--- config.mk ---
export PLATFORM = sky130hd
export DESIGN_NAME = microwave_ctrl_flat
export DESIGN_NICKNAME = d
export VERILOG_FILES = /design/src/rtl/microwave_if.sv /design/src/rtl/microwave_ctrl.sv /design/src/flat_wrapper.sv
export SDC_FILE = /design/constraint.sdc
export NUM_CORES = 1
export LEC_CHECK = 0
export ABC_CLOCK_PERIOD_IN_PS = 5300
export BUFFER_PORTS_ARGS = -buffer_cell sky130_fd_sc_hd__buf_2
export CORE_MARGIN = 3
export CORE_UTILIZATION = 45
export CTS_BUF_LIST = sky130_fd_sc_hd__clkbuf_4 sky130_fd_sc_hd__clkbuf_8 sky130_fd_sc_hd__clkbuf_16
export CTS_CLUSTER_DIAMETER = 30
export DETAILED_ROUTE_END_ITERATION = 6
export PLACE_DENSITY = 0.71
export SYNTH_ARGS = -nofsm -noshare
export SYNTH_HDL_FRONTEND = slang
export SYNTH_SLANG_ARGS = --single-unit
--- constraint.sdc ---
create_clock -name clk -period 5.3 [get_ports clk]
set_input_delay 1.59 -clock clk [delete_from_list [all_inputs] [get_ports clk]]
set_output_delay 1.59 -clock clk [all_outputs]
set_load 0.03 [all_outputs]
--- src/rtl/microwave_if.sv ---
// Bundles the keypad/door/timer inputs and the control outputs of the
// microwave oven controller.
interface microwave_if;
    logic        tick;
    logic        key_valid;
    logic [3:0]  key_digit;
    logic        start;
    logic        stop_clr;
    logic        door_closed;
    logic        timer_zero;
    logic [15:0] preset;
    logic        load;
    logic        count_en;
    logic        magnetron;
    logic        lamp;
    logic        beep;
    logic [1:0]  state;

    modport master (
        output tick, key_valid, key_digit, start, stop_clr, door_closed, timer_zero,
        input  preset, load, count_en, magnetron, lamp, beep, state
    );

    modport slave (
        input  tick, key_valid, key_digit, start, stop_clr, door_closed, timer_zero,
        output preset, load, count_en, magnetron, lamp, beep, state
    );
endinterface

--- src/rtl/microwave_ctrl.sv ---
// Microwave oven controller: BCD time entry, cook/pause/done sequencing and
// control of the external mm:ss down-counter chain.
module microwave_ctrl (
    input  logic        clk,
    input  logic        rst,
    microwave_if.slave  mw
);

    typedef enum logic [1:0] {
        IDLE  = 2'd0,
        COOK  = 2'd1,
        PAUSE = 2'd2,
        DONE  = 2'd3
    } state_t;

    state_t      state_r, state_nx;
    logic [15:0] preset_r, preset_nx;
    logic        load_r, load_nx;
    logic        magnetron_r, magnetron_nx;
    logic        lamp_r, lamp_nx;
    logic        beep_r, beep_nx;
    logic [1:0]  done_cnt_r, done_cnt_nx;
    logic        start_ok_s;

    // A start is only meaningful with a closed door and a valid, non-zero mm:ss entry.
    assign start_ok_s = mw.door_closed && (preset_r != 16'h0000) && (preset_r[7:4] <= 4'd5);

    // Next-state, preset, DONE tick counter and registered-output decode.
    always_comb begin
        state_nx     = state_r;
        preset_nx    = preset_r;
        load_nx      = 1'b0;
        done_cnt_nx  = 2'd0;
        magnetron_nx = 1'b0;
        lamp_nx      = 1'b0;
        beep_nx      = 1'b0;

        case (state_r)
            IDLE: begin
                if (mw.stop_clr) begin
                    preset_nx = 16'h0000;
                end else if (mw.start && start_ok_s) begin
                    state_nx = COOK;
                    load_nx  = 1'b1;
                end else if (mw.key_valid && (mw.key_digit <= 4'd9)) begin
                    preset_nx = {preset_r[11:0], mw.key_digit};
                end else begin
                    preset_nx = preset_r;
                end
            end
            COOK: begin
                // timer_zero is stale during the load cycle; the chain has not loaded yet.
                if (mw.stop_clr) begin
                    state_nx = PAUSE;
                end else if (mw.timer_zero && !load_r) begin
                    state_nx = DONE;
                end else if (!mw.door_closed) begin
                    state_nx = PAUSE;
                end else begin
                    state_nx = COOK;
                end
            end
            PAUSE: begin
                if (mw.stop_clr) begin
                    state_nx  = IDLE;
                    preset_nx = 16'h0000;
                end else if (mw.start && mw.door_closed) begin
                    state_nx = COOK;
                end else begin
                    state_nx = PAUSE;
                end
            end
            DONE: begin
                if (mw.stop_clr) begin
                    state_nx  = IDLE;
                    preset_nx = 16'h0000;
                end else if (mw.tick) begin
                    if (done_cnt_r == 2'd2) begin
                        state_nx  = IDLE;
                        preset_nx = 16'h0000;
                    end else begin
                        done_cnt_nx = done_cnt_r + 2'd1;
                    end
                end else begin
                    done_cnt_nx = done_cnt_r;
                end
            end
            default: begin
                state_nx  = IDLE;
                preset_nx = 16'h0000;
            end
        endcase

        case (state_nx)
            IDLE:    lamp_nx = ~mw.door_closed;
            COOK: begin
                magnetron_nx = 1'b1;
                lamp_nx      = 1'b1;
            end
            PAUSE:   lamp_nx = 1'b1;
            DONE:    beep_nx = 1'b1;
            default: lamp_nx = 1'b0;
        endcase
    end

    // State and output registers with synchronous reset.
    always_ff @(posedge clk) begin
        if (rst) begin
            state_r     <= IDLE;
            preset_r    <= 16'h0000;
            load_r      <= 1'b0;
            magnetron_r <= 1'b0;
            lamp_r      <= ~mw.door_closed;
            beep_r      <= 1'b0;
            done_cnt_r  <= 2'd0;
        end else begin
            state_r     <= state_nx;
            preset_r    <= preset_nx;
            load_r      <= load_nx;
            magnetron_r <= magnetron_nx;
            lamp_r      <= lamp_nx;
            beep_r      <= beep_nx;
            done_cnt_r  <= done_cnt_nx;
        end
    end

    // The load cycle masks the tick so the freshly loaded time is not decremented.
    assign mw.count_en  = mw.tick & (state_r == COOK) & mw.door_closed & ~load_r;
    assign mw.state     = state_r;
    assign mw.preset    = preset_r;
    assign mw.load      = load_r;
    assign mw.magnetron = magnetron_r;
    assign mw.lamp      = lamp_r;
    assign mw.beep      = beep_r;

endmodule

--- src/flat_wrapper.sv ---
// flat-port wrapper written by rule: the top's interface ports become plain ports
module microwave_ctrl_flat 
  (clk, rst, mw_tick, mw_key_valid, mw_key_digit, mw_start, mw_stop_clr, mw_door_closed, mw_timer_zero, mw_preset, mw_load, mw_count_en, mw_magnetron, mw_lamp, mw_beep, mw_state);
  microwave_if mw_i ();
  input  logic clk;
  input  logic rst;
  input wire logic [$bits(mw_i.tick)-1:0] mw_tick;
  input wire logic [$bits(mw_i.key_valid)-1:0] mw_key_valid;
  input wire logic [$bits(mw_i.key_digit)-1:0] mw_key_digit;
  input wire logic [$bits(mw_i.start)-1:0] mw_start;
  input wire logic [$bits(mw_i.stop_clr)-1:0] mw_stop_clr;
  input wire logic [$bits(mw_i.door_closed)-1:0] mw_door_closed;
  input wire logic [$bits(mw_i.timer_zero)-1:0] mw_timer_zero;
  output wire logic [$bits(mw_i.preset)-1:0] mw_preset;
  output wire logic [$bits(mw_i.load)-1:0] mw_load;
  output wire logic [$bits(mw_i.count_en)-1:0] mw_count_en;
  output wire logic [$bits(mw_i.magnetron)-1:0] mw_magnetron;
  output wire logic [$bits(mw_i.lamp)-1:0] mw_lamp;
  output wire logic [$bits(mw_i.beep)-1:0] mw_beep;
  output wire logic [$bits(mw_i.state)-1:0] mw_state;
  assign mw_i.tick = mw_tick;
  assign mw_i.key_valid = mw_key_valid;
  assign mw_i.key_digit = mw_key_digit;
  assign mw_i.start = mw_start;
  assign mw_i.stop_clr = mw_stop_clr;
  assign mw_i.door_closed = mw_door_closed;
  assign mw_i.timer_zero = mw_timer_zero;
  assign mw_preset = mw_i.preset;
  assign mw_load = mw_i.load;
  assign mw_count_en = mw_i.count_en;
  assign mw_magnetron = mw_i.magnetron;
  assign mw_lamp = mw_i.lamp;
  assign mw_beep = mw_i.beep;
  assign mw_state = mw_i.state;
  microwave_ctrl u_core (.clk(clk), .rst(rst), .mw(mw_i));
endmodule
After elaboration in Yosys (flattened, before gate mapping)
Cells that the tools add are included.
{"block": "totals", "ff_bits": 24, "latchBits": 0, "mem_bits_rw": 0, "mem_bits_ro": 0, "input_bits": 12, "output_inout_bits": 23, "n_memories": 0}
{"block": "op_classes", "add_sub_neg": 1, "n_mul": 0, "div_mod_pow": 0, "order_cmp": 2, "n_eq_ne": 12, "n_shift": 0, "muxes": 25, "bitwise": 7, "n_reduce_logical": 15}
{"op": "two-way mux 16 bit", "n": 7}
{"op": "case mux 16 bit (3 select lines)", "n": 1}
{"op": "two-way mux 2 bit", "n": 11}
{"op": "nonzero test 16 bit", "n": 1}
{"op": "== test 2 bit, second input constant", "n": 5}
{"op": "case mux 2 bit (4 select lines)", "n": 1}
{"op": "logical AND 1 bit", "n": 6}
{"op": "!= test 3 x 2 -> 1 bit, second input constant", "n": 2}
{"op": "!= test 3 bit, second input constant", "n": 2}
{"op": "AND reduction 6 bit", "n": 1}
{"op": "OR reduction 3 bit", "n": 2}
{"op": "== test 2 x 1 -> 1 bit, second input constant", "n": 2}
{"op": "<= comparator 4 x 3 -> 1 bit, second input constant", "n": 1}
{"op": "<= comparator 4 bit, second input constant", "n": 1}
{"op": "zero test 2 bit", "n": 2}
{"op": "two-way mux 1 bit", "n": 4}
{"op": "inverter 1 bit", "n": 4}
{"op": "AND 1 bit", "n": 3}
{"op": "nonzero test 3 bit", "n": 1}
{"op": "adder 2 x 1 -> 2 bit, second input constant", "n": 1}
{"op": "!= test 2 bit, second input constant", "n": 1}
{"op": "case mux 1 bit (2 select lines)", "n": 1}
{"op": "OR reduction 2 bit", "n": 1}
{"op": "zero test 1 bit", "n": 1}

Longest topological paths before layout
Gate-level depths: netlist of the first run.
{"block": "logic_depth", "ltp_word": 11, "ltp_mapped": 9, "mapped_depth_nobuf": 9}

Least setup slack after synthesis of the first run
Ideal clock, no wire load.
{"block": "synth_path", "kind": "in2out", "from": "in mw_door_closed", "to": "out mw_count_en", "arrival_ns": 2.058, "path_slack_ns": 1.652, "stages": 2, "path_buffers": 0, "cell_sequence": "nand3_1 nor2_1"}
{"block": "synth_between", "elab_chain_len": 2}
{"item": "from (decl)", "line_no": "flat_wrapper.sv:12", "text": "input wire logic [$bits(mw_i.door_closed)-1:0] mw_door_closed;"}
{"item": "AND 1 bit (2 in series)", "line_no": "microwave_ctrl.sv:128", "text": "assign mw.count_en = mw.tick & (state_r == COOK) & mw.door_closed & ~load_r;"}
{"item": "to (decl)", "line_no": "flat_wrapper.sv:16", "text": "output wire logic [$bits(mw_i.count_en)-1:0] mw_count_en;"}
Every way passes these cells.

Final worst setup path of the first run
Ends and elaborated chain as after synthesis.

==> metrics.md, run 1 <==
| Metric | Value |
|---|---|
| Ys flop type | dfxtp_1 |
| Postcts setup bufs | 0 |
| Max H-tree Level | 1 |
| Critical Path Most Common Cell | buf_2 |
| Worst-case clock buffer depth | 2 |
| Fmax | 0.273 GHz |
| Leading cell type in the layout, fill and taps excluded | buf_2 |
| P&R area growth vs syn | 17.6% |
| Wire per inst | 13.4 microns |
| Filler cells | roughly 220 |
| WL met1 | 1110 microns |
| Core Area | about 2300 sq um |
| Placer Congestion | 0.756 |
| Largest net degree at the start of global routing | 27 |
| CTS clk-pin slew, worst paths | 0.13 ns |
| CTS tree | yes |
| Worst Path Arrival | 2.07 ns |
| Full die area | 3250 sq um |
| Place WS | around 1.6 ns |
| Unrepaired setup endpoints after global routing | false |
| N_diodes | 0 |
| Final wirelength | 2530 microns |
| MaxCap Viol Count | 0 |
| Final hold vios | 0 |
| Vias in the first global route | ~980 |
| Crit path buf inv count | 2 |
| Sw frac | 26.4% |
| Worst-Skew Late Latency | slightly above 0.3 ns |
| Critical path capture point type | primary output |
| P_int | 248 uW |
| Main area contributors after synthesis | dfxtp_1, mux2i_1, nand2b_1 |
| Final setup fails | 0 |
| P_sw | ~90 uW |
| Worst Max-Slew Pin Slew | approximately 0.52 ns |
| EDFF count, synth | 0 |
| Drc violations | 0 |
| CTS Sinks | 24 |
| Final instance area | 1380 sq um |
| CP max stage cell | buf_2 |
| Setup CP Type | input pin to primary output |
| 1st-iter DRT viols | 17 |
| P per Cell Area | 245 nW/um^2 |
| Tcrit/Tclk final | 69.1% |
| Yosys cell types | 29 |
| I/O Buffers | 34 |
| VDD IR-drop max | about 0.13 mV |
| Post-route ant nets | 0 |
| Top Layer Used | met4 |
| Hpwl dp | 1820 microns |
| Status | completed |
| Setup ws final | 1.64 ns |
| Routed wl met3 | 93 microns |
| Routed met2 length | 1300 microns |
| TNS Setup | 0 ns |
| Leakage | around 0.00062 uW |
| Cells after synthesis | 126 |
| Die width | 57.0 microns |
| First-pass GRT wire length | 4160 microns |
| Yosys top cell area share | 41.0% |
| Synthesized area | between 1000 and 1500 sq um |
| # rows | 17 |
| Power Total | 338 uW |
| Most frequent cells in the layout | buf_2, dfxtp_1, nand2_1, mux2i_1, nand2b_1 |
| Worst setup SP type | input pin |
| Combinational share of power | 15.6% |
| CP Cell Sequence | buf_2, nand3_1, nor2_1, buf_2 |
| Area leader, netlist | dfxtp_1 |
| Max stage delay on crit path | ~0.20 ns |
| Period minus WS final | 3.66 ns |
| Hold crit path type | flip-flop to flip-flop |
| Post-CTS sizing | 0 |
| Seq/Total Area, Yosys | between 40 and 50% |
| Req. time, crit path | 3.71 ns |
| DIE HEIGHT | 57.0 microns |
| Initial Util | 50.1% |
| CP Max Fanout | 6 |
| Vias | 1013 |
| Syn nets | ~140 |
| Grt total ovfl | 0 |
| Vias per inst | 5.39 |
| Num CTS Buffers | 3 |
| Clk pwr share | 28.4% |
| Initial antenna violation count | 0 |
| Post-CTS Hold Buffers | 0 |
| Power share of the sequential group | approximately 56% |
| First-pass detailed-route iteration total | 5 |
| YS warnings | 0 |
| Async S/R FF share, synth | 0% |
| Slew headroom | 65.0% |
| GRT Util Overall | 15.8% |
| Worst Clk Skew | 0.00828 ns |
| Fin. max-slew vios | 0 |
| Root buffer cell | clkbuf_4 |
| Cell family with most CP delay | buffers and inverters |
| Nets | 176 |
| Layout cell share with drive strength beyond 1 | 27.5% |
| #FFs+latches synth | 24 |
| Dpl cell area | 1340 sq um |
| IO Count | 35 |
| Syn avg cell area | a little over 9 sq um |
registers in the layout, summed over array words and instances (netlist names):
register / count
u_core.mw.lamp: 1
u_core.mw.beep: 1
u_core.done_cnt_r: 2
u_core.mw.preset: 16
u_core.mw.load: 1
u_core.mw.state: 2
u_core.mw.magnetron: 1
power by group through the flow:
stage | clock network (uW) | logic, uW | registers, uW
after floorplan | 0 | 34.7 | 200
after global placement | 0 | 52.0 | 193
after detailed placement | 0 | 52.9 | 193
after CTS | 98.2 | 53.0 | 189
after global routing | 106 | 57.3 | 190
final | 96.0 | 52.8 | 189
path summary, 6_finish.rpt:
check        cells past startpoint                   end  slack (ns)                 start
min                              2  u_core.mw.preset[13]        0.51   u_core.mw.preset[9]
min reg2reg                      2  u_core.mw.preset[13]        0.51   u_core.mw.preset[9]
max reg2reg                      9        u_core.mw.lamp        3.23  u_core.mw.preset[11]
max                              4           mw_count_en        1.64        mw_door_closed
cells by family after synthesis:
logic type               Yosys count  share of synthesized area (%)
AO/OA/AOI/OAI                     12                           6.94
adder cells (fa/ha/maj)            3                           3.20
buffers and inverters             12                           5.87
flip-flops                        24                           41.0
multiplexers                      16                           13.7
AND/OR/NAND/NOR                   59                           29.3
metal layers:
metal / vias to the layer above / track usage [%]
met1: 489 / 18.3
li1: 499 / -
met4: 0 / 5.96
met5: - / 0
met2: 21 / 29.2
met3: 4 / 2.26
area by class of cell:
cell class	instances	area (sq um)	area share [%]
multi-input combinational	90	623	45.2
inverter	7	26.3	1.91
sequential	24	480	34.8
clock buffer	4	36.3	2.63
timing repair buffer	35	178	12.9
tap	28	35.0	2.54
worst reg2reg max path, stage by stage, from the launching register on:
cell	delay (ns)
dfxtp_1	0.37
nor4_2	0.30
nand4_1	0.14
and3_1	0.21
nor3_1	0.28
inv_1	0.13
ha_1	0.24
inv_1	0.08
a21oi_1	0.06
o32ai_1	0.16
synthesized netlist by cell type, drive strengths merged (2+ instances only):
library cell / instances
a2111oi: 2
nand2b: 13
inv: 7
or2b: 3
ha: 3
nor2: 5
buf: 2
a21oi: 3
nor4: 4
clkbuf: 3
a211oi: 2
dfxtp: 24
nor2b: 4
mux2i: 16
nor3: 4
nand2: 18
o21ai: 2
stage by stage:
stage,utilization [%],instances,hold WS [ns]
after floorplan,-,126,0.465
after global placement,57.4,184,0.481
after detailed placement,57.4,184,0.501
after CTS,58.9,188,0.513
after global routing,58.9,188,0.534
final,58.9,188,0.508
No activity file was read; power rests on OpenSTA's default activity.
==> run 2, diff against run 1 <==
ABC_AREA = 1   (was default)
ABC_CLOCK_PERIOD_IN_PS = 3600   (was 5300)
PLACE_DENSITY = 0.7   (was 0.71)
clock period = 3.6 ns   (was 5.3 ns; I/O delays follow)
==> run 2 against run 1 <==
Against the previous run:
- power grew 91%
- worst hold slack improved by 0.013 ns
- die area increased by 5.7%
- clock power grew 20%
- critical path type unchanged
- critical path depth unchanged
- synthesized cell count rose by 55%
- via count rose by 26%
- clock-buffer cell count decreased by 1
- sequential power rose by 68%
- sequential cell count is the same
- combinational power rose to 4.1 times the previous value
==> metrics.md, run 2 <==
| Metric | Value |
|---|---|
| Final instance area | 1440 sq um |
| I/O Buffers | 34 |
| Nets | 243 |
| Post-CTS sizing | 0 |
| Fmax | 0.376 GHz |
| Setup ws final | 0.943 ns |
| Period minus WS final | roughly 2.7 ns |
| CTS clk-pin slew, worst paths | approximately 0.12 ns |
| Critical path capture point type | primary output |
| Core Area | 2540 sq um |
| Final wirelength | about 2800 microns |
| MaxCap Viol Count | 0 |
| Worst setup SP type | input pin |
| Root buffer cell | clkbuf_4 |
| Max stage delay on crit path | 0.20 ns |
| Hpwl dp | 2070 microns |
| Vias in the first global route | 1121 |
| Most numerous cell in the Yosys netlist | nand2_1 |
| First-pass detailed-route iteration total | 4 |
| Wire per inst | 11.0 microns |
| Postcts setup bufs | 0 |
| Worst-Skew Late Latency | 0.31 ns |
| GRT Util Overall | 17.8% |
| CP max stage cell | buf_2 |
| Largest net degree at the start of global routing | 27 |
| 1st-iter DRT viols | 51 |
| Post-CTS Hold Buffers | 0 |
| Leading cell type in the layout, fill and taps excluded | nand2_1 |
| #FFs+latches synth | 24 |
| Largest register FFs | 16 |
| Seq/Total Area, Yosys | 38.5% |
| Initial Util | 49.0% |
| Most frequent cells in the layout | nand2_1, nor2_1, buf_2, dfxtp_1 |
| Worst Max-Slew Pin Slew | 0.533 ns |
| Full die area | 3440 sq um |
| CTS Sinks | 24 |
| Yosys top cell area share | 38.5% |
| Power Total | 646 uW |
| Cells after synthesis | 195 |
| Synthesized area | approximately 1200 sq um |
| Vias per inst | just under 5 |
| Final setup fails | 0 |
| Main area contributors after synthesis | dfxtp_1, nand2_1, nor2_1 |
| Post-route ant nets | 0 |
| YS warnings | 0 |
| Num CTS Buffers | 3 |
| Req. time, crit path | 2.52 ns |
| Final hold vios | 0 |
| Setup CP Type | input pin to primary output |
| N_diodes | 0 |
| Leakage | 0.000774 uW |
| CP Max Fanout | 6 |
| Grt total ovfl | 0 |
| Tcrit/Tclk final | 73.8% |
| Commonest cells in the synthesized netlist | nand2_1, nor2_1, dfxtp_1 |
| Yosys cell types | 21 |
| Worst Path Arrival | ~1.6 ns |
| Syn nets | 210 |
| # rows | 18 |
| Unrepaired setup endpoints after global routing | false |
| IO Count | 35 |
| Area leader, netlist | dfxtp_1 |
| Dpl cell area | ~1400 sq um |
| Drc violations | 0 |
| Status | completed |
| Place WS | 0.777 ns |
| First-pass GRT wire length | 4840 microns |
| Max H-tree Level | 1 |
| Worst-case clock buffer depth | 2 |
| Die width | 58.7 microns |
| Hold crit path type | flip-flop to flip-flop |
| EDFF count, synth | 0 |
| P&R area growth vs syn | 15.3% |
| Async S/R FF share, synth | 0% |
| CTS tree | yes |
| Placer Congestion | approximately 0.82 |
| P per Cell Area | 449 nW/um^2 |
| DIE HEIGHT | between 50 and 60 microns |
| TNS Setup | 0 ns |
| VDD IR-drop max | 0.256 mV |
| Syn avg cell area | 6.40 sq um |
| Slew headroom | between 60% and 70% |
| Layout cell share with drive strength beyond 1 | 19.5% |
| Worst Clk Skew | 0.00362 ns |
| Critical Path Most Common Cell | buf_2 |
| CP Cell Sequence | buf_2, nand3_1, nor2_1, buf_2 |
| Ys flop type | dfxtp_1 |
| Fin. max-slew vios | 0 |
| Initial antenna violation count | 0 |
| Vias | 1273 |
-- run 2: metrics by stage --
| stage | hold slack (ns) | cells | util, % |
|---|---|---|---|
| after floorplan | 0.569 | 195 | - |
| after global placement | 0.491 | 253 | 55.7 |
| after detailed placement | 0.493 | 253 | 55.7 |
| after CTS | 0.523 | 256 | 56.5 |
| after global routing | 0.548 | 256 | 56.5 |
| final | 0.521 | 256 | 56.5 |
-- run 2: power breakdown --
part           leakage (uW)  total (uW)  internal (uW)  switching [uW]
clock network     0.0000138         115           39.1            75.8
registers          0.000197         317            292            24.6
logic              0.000563         215           69.2             146
-- run 2: final timing paths --
check,startpoint,end,slack [ns],cells past startpoint
max,mw_tick,mw_count_en,0.94,4
min,u_core.mw.preset[12],u_core.mw.preset[12],0.52,2
max reg2reg,u_core.mw.state[1],u_core.mw.lamp,1.58,9
min reg2reg,u_core.mw.preset[12],u_core.mw.preset[12],0.52,2
-- run 2: routing by layer --
layer / vias up / GRT usage (%) / share of wire, %
met2: 43 / 28.9 / 46
met5: - / 0 / 0
li1: 669 / - / -
met4: 0 / 4.85 / 1.2
met1: 557 / 24.3 / 46
met3: 4 / 3.07 / 7.1
-- run 2: kinds of logic after synthesis --
group                      synth area share (%)
adders and majority gates                  3.01
buffers and inverters                      9.43
and+or+nand+nor                            40.5
DFF                                        38.5
AOI/OAI and AO/OA                          8.53
-- run 2: layout make-up --
cell class	count	area, sq um
flip-flops and latches	24	480
fillers	263	1110
well taps	30	37.5
inverters	19	71.3
multi-input cells	145	649
repair buffers	35	178
clock buffers	3	22.5
-- run 2: critical path: cells and delay by family --
kind / cells / cell delay, ns
buffers and inverters: 2 / 0.33
and+or+nand+nor: 2 / 0.17
==> run 3, diff against run 2 <==
ABC_AREA = 0   (was 1)
ABC_CLOCK_PERIOD_IN_PS = 2500   (was 3600)
PLACE_DENSITY = 0.71   (was 0.7)
clock period = 2.5 ns   (was 3.6 ns; I/O delays follow)
==> run 3 against run 2 <==
Against the previous run:
- largest power group unchanged
- via count fell by 19%
- critical path depth unchanged
- largest cell class unchanged
- sequential share of layout area rose by 1.5 points
- clock skew decreased by 0.00057 ns
- design area down 4.2%
==> metrics.md, run 3 (same netlist as run 1, synthesis figures left out) <==
| Metric | Value |
|---|---|
| Final wirelength | 2520 microns |
| Vias in the first global route | between 900 and 1000 |
| Tcrit/Tclk final | 84.2% |
| Largest net degree at the start of global routing | 27 |
| I/O Buffers | 34 |
| Fmax | 0.475 GHz |
| Hpwl dp | 1880 microns |
| Max stage delay on crit path | 0.44 ns |
| Cell family with most CP delay | flip-flops |
| Largest register FFs | 16 |
| Worst setup SP type | flip-flop |
| CTS Sinks | 24 |
| Vias | 1037 |
| DIE HEIGHT | 57.0 microns |
| Final hold vios | 0 |
| Initial Util | 50.1% |
| Hold crit path type | flip-flop to flip-flop |
| # rows | 17 |
| Num CTS Buffers | 3 |
| Core Area | ~2300 sq um |
| First-pass detailed-route iteration total | 4 |
| Worst-case clock buffer depth | 2 |
| CP max stage cell | dfxtp_1 |
| Initial antenna violation count | 0 |
| MaxCap Viol Count | 0 |
| First-pass GRT wire length | between 4000 and 5000 microns |
| Max H-tree Level | 1 |
| Status | completed |
| N_diodes | 0 |
| Hold slack | 0.512 ns |
| Leakage | 0.000624 uW |
| 1st-iter DRT viols | 28 |
| Setup CP Type | flip-flop to primary output |
| Req. time, crit path | 1.75 ns |
| Post-CTS sizing | 0 |
| Layout cell share with drive strength beyond 1 | between 20 and 30% |
| Final setup fails | 0 |
| Full die area | around 3300 sq um |
| Post-route ant nets | 0 |
| Fin. max-slew vios | 0 |
| CTS clk-pin slew, worst paths | 0.13 ns |
| Postcts setup bufs | 0 |
| Wire per inst | around 13 microns |
| GRT Util Overall | between 10% and 20% |
| CP Cell Sequence | nor2b_1, nand3_1, nor2_1, buf_2 |
| Critical path capture point type | primary output |
| Vias per inst | around 5.5 |
| Worst Max-Slew Pin Slew | 0.529 ns |
| Post-CTS Hold Buffers | 0 |
| Die width | 57.0 microns |
| Worst Path Arrival | 1.35 ns |
| Filler cells | 216 |
| Grt total ovfl | 0 |
| Power Total | 716 uW |
| Worst-Skew Late Latency | 0.31 ns |
| Most frequent cells in the layout | buf_2, dfxtp_1, nand2_1, mux2i_1, nand2b_1 |
| VDD IR-drop max | about 0.35 mV |
| Period minus WS final | 2.10 ns |
| Root buffer cell | clkbuf_4 |
| CP Max Fanout | 7 |
| CTS tree | yes |
| P&R area growth vs syn | 17.6% |
| Nets | 176 |
| Drc violations | 0 |
| Worst Clk Skew | 0.00306 ns |
| Final Util | 58.9% |
| Placer Congestion | 0.762 |
| IO Count | 35 |
| Leading cell type in the layout, fill and taps excluded | buf_2 |
| Crit path buf inv count | 1 |
| TNS Setup | 0 ns |
| Unrepaired setup endpoints after global routing | false |
| P per Cell Area | 519 nW/um^2 |
| Slew headroom | 64.5% |
## run 3: report_power, final
group          total [uW]  switching (uW)  internal, uW
combinational         112            65.1          46.5
clock                 204             115          89.0
sequential            400            8.79           391
## run 3: worst paths after layout
kind | cells after the start | start | slack, ns | to
setup / recovery | 4 | u_core.mw.state[0] | 0.40 | mw_count_en
setup reg to reg | 9 | u_core.mw.preset[11] | 0.43 | u_core.mw.lamp
hold reg to reg | 2 | u_core.mw.preset[14] | 0.51 | u_core.mw.preset[14]
hold / removal | 2 | u_core.mw.preset[14] | 0.51 | u_core.mw.preset[14]
## run 3: metal layers
metal | track usage [%] | routed length, microns | part of all wire [%]
met5 | 0 | 0 | 0
met4 | 4.97 | 34 | 1.3
met3 | 3.62 | 121 | 4.8
met2 | 27.7 | 1260 | 50
met1 | 18.9 | 1100 | 44
## run 3: tightest hold or removal path, cell delays in order (launching register included)
cell,delay (ns)
dfxtp_1,0.35
nand2b_1,0.07
mux2i_1,0.06
## run 3: final cells by class
class	count	area (sq um)	share of cell area, %
Timing Repair Buffer	35	178	12.9
Sequential cell	24	480	34.8
Multi-Input combinational cell	90	623	45.2
Tap cell	28	35.0	2.54
Inverter	7	26.3	1.91
Clock buffer	4	36.3	2.63
## run 3: per-stage QoR
step / std cells / setup slack [ns] / cell area (sq um)
after floorplan: 126 / 0.412 / 1170
after global placement: 184 / 0.233 / 1340
after detailed placement: 184 / 0.115 / 1340
after CTS: 188 / 0.386 / 1380
after global routing: 188 / 0.228 / 1380
final: 188 / 0.395 / 1380
